File: config.mk
export PLATFORM = sky130hd
export DESIGN_NAME = sp_writeback
export DESIGN_NICKNAME = d
export VERILOG_FILES = /design/src/rtl/sp_writeback.sv
export SDC_FILE = /design/constraint.sdc
export NUM_CORES = 1
export LEC_CHECK = 0
export ABC_CLOCK_PERIOD_IN_PS = 4080
export CAP_MARGIN = 30
export CORE_MARGIN = 1
export CORE_UTILIZATION = 45
export DETAILED_ROUTE_END_ITERATION = 16
export PLACE_DENSITY = 0.64
export SLEW_MARGIN = 20
export SYNTH_ARGS = -nofsm -noshare
export SYNTH_HDL_FRONTEND = slang
export SYNTH_SLANG_ARGS = --single-unit
File: constraint.sdc
create_clock -name clk -period 4.08 [get_ports clk]
set_input_delay 0.612 -clock clk [delete_from_list [all_inputs] [get_ports clk]]
set_output_delay 0.612 -clock clk [all_outputs]
set_load 0.02 [all_outputs]
File: src/rtl/sp_writeback.sv
// rtl/sp_writeback.sv - SP result writeback: 4-entry result FIFO feeding the register-file write port
//
// Purpose: accepts one SP result per sp_ack, queues it with its destination
// address and precision code, and writes it to the register file with byte
// enables derived from the precision. A warp starts on ena (thread_cnt latched
// as the target) and retires once wb_cnt reaches that target.
//
// Optional feature: define SP_WB_BYPASS_EN to let a result arriving on an
// empty FIFO drive the write port in the same cycle.
//
// Ports:
//   clk          clock, all state on the rising edge
//   Resetn       asynchronous active-low reset
//   ena          warp-start pulse (honoured in IDLE only)
//   thread_cnt   results expected for the warp
//   sp_out       SP result data
//   sp_des_addr  destination register address
//   sp_des_pre   destination precision code
//   sp_ack       SP result valid
//   rf_ready     register-file write port accepts this cycle
//   full         FIFO cannot accept a result this cycle
//   rf_we        write request
//   rf_addr      write address (0 when no request)
//   rf_data      aligned write data (0 when no request)
//   rf_be        byte enables (0 when no request)
//   busy         warp in progress
//   done         one-cycle warp-retired pulse
//   wb_cnt       results committed in the current warp
//   err          sticky error (dropped result or reserved precision)

module sp_writeback (
  input  logic        clk,
  input  logic        Resetn,
  input  logic        ena,
  input  logic [7:0]  thread_cnt,
  input  logic [31:0] sp_out,
  input  logic [8:0]  sp_des_addr,
  input  logic [2:0]  sp_des_pre,
  input  logic        sp_ack,
  input  logic        rf_ready,
  output logic        full,
  output logic        rf_we,
  output logic [8:0]  rf_addr,
  output logic [31:0] rf_data,
  output logic [3:0]  rf_be,
  output logic        busy,
  output logic        done,
  output logic [7:0]  wb_cnt,
  output logic        err
);

  typedef enum logic [1:0] {S_IDLE, S_ACTIVE, S_DONE} state_t;

  state_t      r_state, w_next;
  logic [7:0]  r_target;
  logic [7:0]  r_wb_cnt;
  logic        r_err;

  logic [8:0]  r_fa [4];
  logic [2:0]  r_fp [4];
  logic [31:0] r_fd [4];
  logic [2:0]  r_wptr, r_rptr;

  logic [2:0]  w_occ;
  logic        w_empty, w_active, w_start;
  logic        w_byp, w_we, w_pop, w_push, w_commit, w_drop;
  logic [8:0]  w_head_addr;
  logic [2:0]  w_head_pre;
  logic [31:0] w_head_data;
  logic [31:0] w_map_data;
  logic [3:0]  w_map_be;

  assign w_occ    = r_wptr - r_rptr;
  assign w_empty  = (w_occ == 3'd0);
  assign w_active = (r_state == S_ACTIVE);
  assign w_start  = (r_state == S_IDLE) && ena;

`ifdef SP_WB_BYPASS_EN
  assign w_byp = w_empty && w_active && sp_ack;
`else
  assign w_byp = 1'b0;
`endif

  // Head of the write port: FIFO head, or the live SP inputs when bypassing.
  assign w_head_addr = w_byp ? sp_des_addr : r_fa[r_rptr[1:0]];
  assign w_head_pre  = w_byp ? sp_des_pre  : r_fp[r_rptr[1:0]];
  assign w_head_data = w_byp ? sp_out      : r_fd[r_rptr[1:0]];

  assign w_we     = !w_empty || w_byp;
  assign w_commit = w_we && rf_ready;
  assign w_pop    = !w_empty && rf_ready;
  // A pop in this cycle frees a slot, so a simultaneous push is legal.
  assign full     = (w_occ == 3'd4) && !w_pop;
  assign w_push   = sp_ack && w_active && !full && !(w_byp && rf_ready);
  assign w_drop   = sp_ack && (!w_active || full);

  always_comb begin
    w_map_be   = 4'b1111;
    w_map_data = w_head_data;
    case (w_head_pre)
      3'b001: begin w_map_be = 4'b0011; w_map_data = {16'h0000, w_head_data[15:0]}; end
      3'b010: begin w_map_be = 4'b1100; w_map_data = {w_head_data[15:0], 16'h0000}; end
      3'b011: begin w_map_be = 4'b0001; w_map_data = {24'h000000, w_head_data[7:0]}; end
      default: begin w_map_be = 4'b1111; w_map_data = w_head_data; end
    endcase
  end

  assign rf_we   = w_we;
  assign rf_addr = w_we ? w_head_addr : 9'd0;
  assign rf_data = w_we ? w_map_data  : 32'd0;
  assign rf_be   = w_we ? w_map_be    : 4'd0;
  assign busy    = w_active;
  assign done    = (r_state == S_DONE);
  assign wb_cnt  = r_wb_cnt;
  assign err     = r_err;

  always_comb begin
    w_next = r_state;
    case (r_state)
      S_IDLE:   if (ena) w_next = S_ACTIVE;
      S_ACTIVE: if (r_wb_cnt == r_target) w_next = S_DONE;
      S_DONE:   w_next = S_IDLE;
      default:  w_next = S_IDLE;
    endcase
  end

  always_ff @(posedge clk or negedge Resetn) begin
    if (!Resetn) begin
      r_state  <= S_IDLE;
      r_target <= 8'd0;
      r_wb_cnt <= 8'd0;
      r_err    <= 1'b0;
      r_wptr   <= 3'd0;
      r_rptr   <= 3'd0;
    end else begin
      r_state <= w_next;
      if (w_start) r_target <= thread_cnt;
      if (w_start) r_wb_cnt <= 8'd0;
      else if (w_commit) r_wb_cnt <= r_wb_cnt + 8'd1;
      // A warp start clears the flag, but a same-cycle error still lands.
      if (w_start) r_err <= 1'b0;
      if (w_drop || (w_commit && w_head_pre[2])) r_err <= 1'b1;
      if (w_push) r_wptr <= r_wptr + 3'd1;
      if (w_pop)  r_rptr <= r_rptr + 3'd1;
    end
  end

  always_ff @(posedge clk) begin
    if (w_push) begin
      r_fa[r_wptr[1:0]] <= sp_des_addr;
      r_fp[r_wptr[1:0]] <= sp_des_pre;
      r_fd[r_wptr[1:0]] <= sp_out;
    end
  end

endmodule

# Word level (Yosys, flattened, before mapping)
# Memories as Yosys holds them, arrays and structs flattened.
# Index checks and enable logic that the tools add are counted.
[word_totals]
in_bits = 57
out_inout_bits = 58
reg_bits = 25
ramBits = 176
memories = 3
wordCells = 54
[classes]
n_reduce_logical = 18
mux = 14
eq_ne = 9
n_addsub = 4
[mem_list]
columns = ["name", "depth", "width", "rd", "rd_clocked_by_memory_dff", "wr", "line", "text"]
rows = [
  ["r_fd", 4, 32, 1, 0, 1, "61", "logic [31:0] r_fd [4];"],
  ["r_fa", 4, 9, 1, 0, 1, "59", "logic [8:0] r_fa [4];"],
  ["r_fp", 4, 3, 1, 0, 1, "60", "logic [2:0] r_fp [4];"],
]
[op_table]
columns = ["cell", "count"]
rows = [
  ["one-hot mux 32 bit (3 select lines)", 1],
  ["2-to-1 mux 32 bit", 1],
  ["2-to-1 mux 8 bit", 2],
  ["one-hot mux 4 bit (3 select lines)", 1],
  ["2-to-1 mux 9 bit", 1],
  ["adder 8 x 1 -> 8 bit, second input constant", 1],
  ["equality test 8 bit", 1],
  ["logical AND 1 bit", 7],
  ["adder 3 x 1 -> 3 bit, second input constant", 2],
  ["equality test 3 x 2 -> 1 bit, second input constant", 2],
  ["logical NOT 1 bit", 4],
  ["2-to-1 mux 1 bit", 4],
  ["2-to-1 mux 2 bit", 2],
  ["2-to-1 mux 4 bit", 1],
  ["one-hot mux 2 bit (2 select lines)", 1],
  ["nonzero test 2 bit", 2],
  ["equality test 3 x 1 -> 1 bit, second input constant", 1],
  ["equality test 3 bit, second input constant", 1],
  ["logical NOT 3 bit", 1],
  ["subtractor 3 bit", 1],
  ["equality test 2 x 1 -> 1 bit, second input constant", 1],
  ["equality test 2 bit, second input constant", 1],
  ["logical NOT 2 bit", 1],
  ["logical OR 1 bit", 2],
  ["other kinds (3)", 3],
]

# Longest topological paths before layout
# Gate-level depths: netlist (run 1).
[depth]
word_depth = 10
mapped_depth = 10
ltp_nobuf = 8

# Worst setup path after synthesis (run 1)
# Ideal clock, no wire load.
[synth_path]
path_type = "reg2reg"
from = "register r_rptr[1]"
to = "memory r_fa[3][0], enable pin"
required_time_ps = 3673
path_buffers = 2
setup_slack_ps = 656
synth_period_minus_slack_ps = 3424
t_arrival_ps = 3017
setup_ps = 407
stages_incl_launch_ff = 9
path_cell_list = "dfrtp_1 > buf_2 > buf_1 > inv_1 > ha_1 > nand2_1 > nor2_1 > a31oi_1 > and2_1"
[synth_via]
elab_chain_cells = 10
elab_cells_between_ends = 11
classes_between = "1 x add/sub; 1 x eq/ne; 2 x mux; 7 x reduce/logical"
[synth_rtl]
columns = ["element", "line", "text"]
rows = [
  ["start, declared", "62", "logic [2:0] r_wptr, r_rptr;"],
  ["start signal, assigned", "144", "if (w_pop) r_rptr <= r_rptr + 3'd1;"],
  ["subtractor 3 bit *", "73", "assign w_occ = r_wptr - r_rptr;"],
  ["logical NOT 3 bit", "74", "assign w_empty = (w_occ == 3'd0);"],
  ["logical NOT 1 bit", "91", "assign w_pop = !w_empty && rf_ready;"],
  ["logical AND 1 bit", "91", ""],
  ["logical NOT 1 bit", "93", "assign full = (w_occ == 3'd4) && !w_pop;"],
  ["logical AND 1 bit *", "93", ""],
  ["logical NOT 1 bit *", "94", "assign w_push = sp_ack && w_active && !full && !(w_byp && rf_ready);"],
  ["logical AND 1 bit *", "94", ""],
  ["2-to-1 mux 1 bit *", "149", "if (w_push) begin"],
  ["2-to-1 mux 1 bit (implied by the code) *", "150", "r_fa[r_wptr[1:0]] <= sp_des_addr;"],
  ["end, declared", "59", ""],
]
# Mark *: on every way between the ends. The rest lies on a longest branch, timed or not.

# Final worst setup path (run 1)
[layout_path]
from = "register r_rptr[1]"
to = "output port rf_data[6]"
[layout_via]
elab_chain_cells = 4
elab_cells_between_ends = 9
classes_between = "1 x add/sub; 3 x eq/ne; 2 x mux; 1 x reduce/logical; 2 x memory"
[layout_rtl]
columns = ["element", "line", "text"]
rows = [
  ["memory read (4 x 3 bit)", "n/a", ""],
  ["equality test 3 x 2 -> 1 bit / equality test 3 x 1 -> 1 bit (equally long branches)", "100", "case (w_head_pre)"],
  ["one-hot mux 32 bit (3 select lines)", "100", ""],
  ["2-to-1 mux 32 bit *", "110", "assign rf_data = w_we ? w_map_data : 32'd0;"],
  ["end, declared", "44", "output logic [31:0] rf_data,"],
]
# Marks and branches as above.

==> results of run 1 <==
## flip-flops by register name, indices dropped and copies added, names as in the netlist
name      count
r_fa         36
err           1
wb_cnt        8
r_wptr        3
r_rptr        3
r_fp         12
r_target      8
r_fd        128
r_state       2
## placed cells by master, fill, tap and decap left out, drive strengths merged, types with 3 or more instances in the layout
master,count
edfxtp,176
clkdlybuf4s50,114
mux4,44
and2,29
dfrtp,25
clkbuf,23
xor2,17
nor2,15
o221a,14
buf,13
clkinv,10
mux2,9
inv,9
o21ai,9
ha,8
nand2,7
nand3,5
bufinv,4
nor2b,4
xnor2,4
nand2b,3
a21oi,3
## power groups by stage
stage,Clock (mW),Combinational [mW],Sequential [mW]
after floorplan,0,2.78,2.97
after global placement,0,4.55,2.98
after detailed placement,0,4.57,3.01
after CTS,1.98,4.60,2.97
after global routing,2.04,4.86,3.01
final,1.92,4.55,2.96
## per-stage QoR
step                      area (sq um)  hold slack [ps]
after global placement            9622            508.8
after global routing             10340            522.4
final                            10340            486.9
after CTS                        10320            499.9
after detailed placement          9622            510.6
after floorplan                   8164            316.4
## path summary, 6_finish.rpt
path                       cells past startpoint       from     endpoint
max                                            6  r_rptr[1]   rf_data[6]
min                                            1     Resetn  r_target[7]
max reg2reg                                    6  r_rptr[0]  r_fd[1][17]
min reg2reg                                    1  r_wptr[2]    r_wptr[2]
max in group asynchronous                      2     Resetn    r_rptr[0]
min in group clk                               1  r_wptr[2]    r_wptr[2]
## per-layer routing
metal	GRT usage [%]	vias to the layer above	routed length (um)
met1	24.33	2135	7012
met2	29.53	145	7705
met5	0	-	0
met3	3.481	26	1010
li1	-	1908	-
met4	4.753	0	259
## layout make-up
type,instances,area [sq um],area share (%)
Clock buffer,23,533.0,5.157
Clock inverter,14,162.7,1.574
Inverter,9,33.78,0.3268
Multi-Input combinational cell,185,2117,20.48
Sequential cell,201,5916,57.23
Tap cell,225,281.5,2.724
Timing Repair Buffer,127,1292,12.50
## worst max-delay path: cells and delay by family, from the launching register on
family	cells	cell delay, ps
buffers and inverters	2	960
AO/OA/AOI/OAI	1	210
AND/OR/NAND/NOR	2	730
multiplexers	1	440
flip-flops	1	360
## repair_timing
| item | in CTS | in global routing |
|---|---|---|
| setup buffers | 0 | 2 |
| gates resized for setup | 1 | 0 |
| setup endpoints to repair | 1 | 14 |
## cell families (layout without fill, tap and decap cells)
family	after synthesis	in the layout	synth area share [%]
fa+ha+maj	8	8	1.226
mux	55	55	13.62
flops	201	201	72.40
simple gates	70	70	4.935
buf+inv	28	173	1.793
compound gates	31	31	3.586
xor+xnor	21	21	2.437
==> results, run 1 <==
- The count of pins over their slew limit was 0.
- The detailed-route via count is 4214.
- Across the run, the number of max-cap violations was 0.
- The share of the core filled with cells in the final layout is 59.14%.
- The first-iteration detailed-routing DRC count is 191.
- In the routed layout, each cell is associated on average with a via count of 5.375.
- The post-layout minimum cycle time is 3815 ps.
- The share of total power dissipated in sequential elements is 31.4%.
- Setup violations remaining at the end of the flow were counted as 0.
- At the placement stage, the worst setup path has a slack of 510.8 ps.
- Clock-pin slew was measured on the worst setup and hold paths at 60 ps.
- The count of cells in the finished layout, fillers not included, comes to 784.
- Entering global routing, the biggest net connects 47 pins.
- The nature of the critical path endpoint is a primary output.
- The cell row count is 48.
- Summing the sequential cell areas from Yosys gives 72.40% of the chip area.
- Dividing total power by cell area gives a power density of 912.3 nW/um^2.
- Derived from the worst setup path, the maximum achievable clock frequency is 262.1 MHz.
- Wires add up to 15.99 mm.
- On the worst path, the slowest cell contributes a delay of 540 ps.
- The floorplan die height is 136.7 um.
- By area the synthesized netlist is led by edfxtp_1 65%, mux4_2 12%, dfrtp_1 7.7%, and2_1 2.2%, xor2_1 1.7%.
- The signal on the critical path passes through buf_6 > mux4_2 > nor2b_4 > a21oi_4 > and2_1 > clkdlybuf4s50_1.
- The relative max-transition margin is 58.00%.
- The worst hold-check path type is in -> async.
- After detailed routing, the number of remaining DRC violations is 0.
- By count the netlist is led by 176 x edfxtp_1, 44 x mux4_2, 29 x and2_1.
- The wire-length estimate of the detail-placed layout is 9.847 mm.
- Buffers inserted during clock tree synthesis total 21.
- Synthesis produced 414 cells.
- The floorplan step set the die width to 136.7 um.
- The H-tree depth is 1.
- The total negative slack is 0 ps.
- Global routing finished with a remaining overflow of 0.
- The worst setup path is launched from a flip-flop.
- The number of clock sinks is 201.
- The root cell of the clock tree is clkbuf_16.
- The clock network burns 20.4% of the power.
- The mapped cell area is 8164 sq um.
- The CTS tree is done.
- Synthesis produced a netlist with a net count of 479.
- In this run, the combinational gates consume 48.2% of the power.
- The share of layout cells above drive strength 1 is 20.93%.
- The placer's final routability congestion estimate is 0.7325.
- The I/O pin count is 115.
- The number of antenna violations at the first check in global routing is 0.
- The critical path data required time is 3470 ps.
- The switching power summed over all nets is 3.321 mW.
- The area growth from synthesis to layout is 26.61%.
- The critical path is of the reg -> out type.
- In the finished design, the share of the clock period the worst path needs comes to 93.50%.
- The number of hold buffers added after CTS was 0.
- The maximum count of clock buffers along a single path is 3.
- The worst clock skew is 6.751 ps.
- The number of global-route vias before repair was 4436.
- Of all nets on the critical path, the largest fanout is 46.
- Counting the fill cells in the layout gives 1306.
- The floorplan die area is 18690 sq um.
- After layout, the worst setup slack is 265.2 ps.
- The final layout contains 610 nets.
- In the synthesized netlist the async set-or-reset flop fraction comes to 12.44%.
- Among all flip-flop cells after synthesis, the most frequent one is edfxtp_1.
- Setup repair after global routing left no endpoint under its margin.
- For flop-to-flop paths, the worst setup slack is 1320 ps.
- The remaining number of nets flagged by the antenna check after routing is 0.
- Input and output buffers added on the ports amount to 114.
- In this run the standard cell core region covers 17480 sq um.
- Data arrives at the worst endpoint at 3200 ps.
- The number of warnings issued by yosys is 0.
- The flow ran to the end, and the final reports show no timing, DRC or antenna violations.
- The top cell type by area accounts for 64.74% of the synthesized area.
- The overall power after layout is 9.430 mW.
- The worst supply voltage drop on vdd is 0.7033 mV.
- In this run, synthesis produced a sequential element count of 201.
- The distinct cell type count after synthesis is 41.
- The number of placed instances, taps included, is 745.
- At the pin with the least slew margin, the transition time is 628.7 ps.
- The slowest stage of the critical path belongs to the cell nor2b_4.
- The detailed-router iteration count before antenna repair is 5.
- The total count of hold-check failures in the final report is 0.
- The clock network latency to the later pin of the worst-skew pair is 490 ps.
- The global router's overall resource usage is 17.88%.
- The internal power component is 6.109 mW.
- A synthesized cell averages 19.72 sq um.
- The repair_antennas step left the layout with diodes totalling 0.
- The starting density of the core is 46.71%.
- Net switching is 35.22% of the power.
- edfxtp_1 takes more of the synthesized area than any other cell.
- The count of flip-flops with a built-in enable after synthesis is 176.
- The standby leakage power is 3.539 nW.
- The first global-routing pass estimated 24.59 mm of wire.
- The most repeated cell in the gate-level netlist after synthesis is edfxtp_1.
- The per-cell routed wire length is 20.39 um.
Note: power is estimated with default switching activity, not from simulation.
==> run 2, diff against run 1 <==
Settings changed: REMOVE_ABC_BUFFERS set to 1.
==> run 2 against run 1 <==
First-iteration DRC count up 43%. Worst hold slack better by 35 ps. Worst setup slack worse by 39 ps. Design area down 0.47%. Combinational power down 0.9%. Clock skew about the same. Final cell count down 0.51%. Flip-flop and latch count unchanged. Critical endpoint is now rf_data[21]. Highest routed layer unchanged. Die area unchanged. Via count up 0.14%.
==> results, run 2 (same netlist as run 1, synthesis figures left out) <==
- The flow ran to the end, and the final reports show no timing, DRC or antenna violations.
- The arrival time at the worst endpoint is 3240 ps.
- Across the VDD grid, the largest voltage drop is 0.5599 mV.
- The number of global-route vias before repair was 4342.
- The worst flop-to-flop path endpoint is r_fd[2][17].
- In this run the worst path has a maximum fanout of 18.
- The worst hold-check path type is reg -> reg.
- The via density per instance is 5.410.
- The tree is rooted in a clkbuf_16.
- The post-layout minimum cycle time is 3854 ps.
- Traced cell by cell, the critical path runs through mux4_2 > o21ai_4 > o221a_1 > clkdlybuf4s50_1.
- Of the available clock period, the critical path in the final layout requires 94.46%.
- The count of pins over their slew limit was 0.
- The core box area is 17480 sq um.
- Routability-driven placement finished with a final weighted congestion of 0.7023.
- From bottom edge to top edge, the die measures 136.7 um.
- Buffers inserted during clock tree synthesis total 22.
- After clock tree synthesis, the clock-pin slew on the worst setup and hold paths is 50 ps.
- Once placement completed, the tool counted placed cells totaling 744.
- For this run the aggregate overflow at the end of global routing stands at 0.
- The net count of the finished layout is 609.
- The cell row count is 48.
- The detailed-route via count is 4220.
- The register with the most flip-flops in the layout has 128 of them.
- The startpoint of the lowest-slack register-to-register path is r_rptr[0].
- The first global-routing pass estimated 24.82 mm of wire.
- The number of max-cap violations is 0.
- The final antenna diode count is 0.
- At the worst endpoint, the required time is 3470 ps.
- The clock network latency to the later pin of the worst-skew pair is 490 ps.
- The worst clock skew is 6.449 ps.
- Detailed placement finished with a half-perimeter wire length of 10.09 mm.
- The slew at the pin with the worst max-slew slack is 785.0 ps.
- The floorplan step defined a die boundary enclosing 18690 sq um.
- For this run, design rule violations remaining after detail routing come to 0.
- The count of input and output buffers is 114.
- On the worst path, the slowest cell contributes a delay of 640 ps.
- Entering global routing, the biggest net connects 30 pins.
- In the layout the commonest cells are 176 x edfxtp_1, 114 x clkdlybuf4s50_1, 44 x mux4_2, 25 x and2_1.
- The first-iteration detailed-routing DRC count is 274.
- The number of antenna violations at the first check in global routing was 0.
- Once layout is complete, the cells apart from fillers number 780.
- The number of buffers added to fix hold violations after cts is 0.
- The most common cell after layout, fill and taps aside is edfxtp_1.
- The detailed-router iteration count before antenna repair is 4.
- The register-to-register setup slack is 1040 ps.
- After detailed routing, the total wire length is 16.18 mm.
- The clock drives 201 sinks.
- The per-cell routed wire length is 20.74 um.
- The global router's overall resource usage is 18.11%.
- The slowest library cell on the worst path is dfrtp_4.
- The post-route worst hold slack is 522.2 ps.
- Compared with the post-synthesis result, the final layout area differs by 26.01%.
- The worst pin sits at a relative slew slack of 47.50%.
- The depth of the most critical reg-to-reg path is 6.
- The critical path class is reg -> out.
- TritonCTS built the clock tree.
- For this design the static power due to leakage is 3.507 nW.
- The total count of hold-check failures in the final report is 0.
- The critical path startpoint category is a flip-flop.
- The maximum count of clock buffers along a single path is 3.
- The detail route stage leaves a number of antenna-violating nets equal to 0.
- Of the cells placed in the final design, the portion with a size suffix greater than 1 is 20.36%.
- The worst hold path begins at r_wptr[2].
- For this design the top-level I/O count stands at 115.
- For this configuration, the core starts out at a cell density of 46.71%.
- The horizontal die dimension is 136.7 um.
- Setup violations remaining at the end of the flow were counted as 0.
- The worst setup path is captured at a primary output.
- Static timing analysis puts the maximum clock frequency at 259.5 MHz.
- Setup repair after global routing left no endpoint under its margin.
- The launching instance or port of the critical path is r_rptr[0].
- For this design the ratio of total power to cell area is 904.5 nW/um^2.
- The most critical setup path has its endpoint at rf_data[21].
- CTS built an H-tree with a depth of 1.
run 2: worst min path at each step:
stage,slack [ps],depth (start not counted),to
floorplan,320,0,err
global placement,510,1,r_target[4]
detailed placement,520,1,r_wptr[2]
CTS,520,1,r_wptr[2]
global route,530,1,r_wptr[2]
finish,520,1,r_wptr[2]
run 2: layer usage:
layer | wire length [um] | vias to the layer above | GRT usage [%] | share of wire (%)
met4 | 366 | 0 | 5.864 | 2.3
met2 | 7954 | 119 | 29.50 | 49
met1 | 6904 | 2162 | 25.49 | 43
met5 | 0 | - | 0 | 0
met3 | 953 | 33 | 2.259 | 5.9
li1 | - | 1906 | - | -
run 2: timing repair:
item | CTS | global route
gates resized for setup | 0 | 0
setup buffers | 0 | 1
setup endpoints to repair | 0 | 16
endpoints found under the hold margin | 0 | 0
run 2: where the power goes:
part,leakage [nW],switching [mW],internal [mW]
clock network,0.317,0.726,1.08
logic,1.28,2.37,2.14
registers,1.91,0.214,2.77
run 2: worst max-delay path: cells and delay by family, from the launching register on:
kind / cells / cell delay (ps)
AOI/OAI and AO/OA: 2 / 850
buffers and inverters: 1 / 620
DFF: 1 / 640
muxes: 1 / 630
run 2: final cells by class:
| class | count | area (sq um) |
|---|---|---|
| clock buffers | 27 | 590.6 |
| multi-input cells | 185 | 2117 |
| well taps | 225 | 281.5 |
| repair buffers | 125 | 1286 |
| inverters | 9 | 33.78 |
| clock inverters | 8 | 62.56 |
| fillers | 1301 | 7189 |
| flip-flops and latches | 201 | 5916 |
run 2: through the flow:
stage	power [mW]	setup slack [ps]	util, %	area, sq um	TNS [ps]
final	9.305	226.0	58.86	10290	0
after detailed placement	7.552	555.5	55.01	9614	0
after global routing	9.774	51.19	58.86	10290	0
after global placement	7.475	602.4	55.01	9614	0
after floorplan	5.653	-497.6	-	8051	-86020
after CTS	9.388	8.227	58.75	10270	0
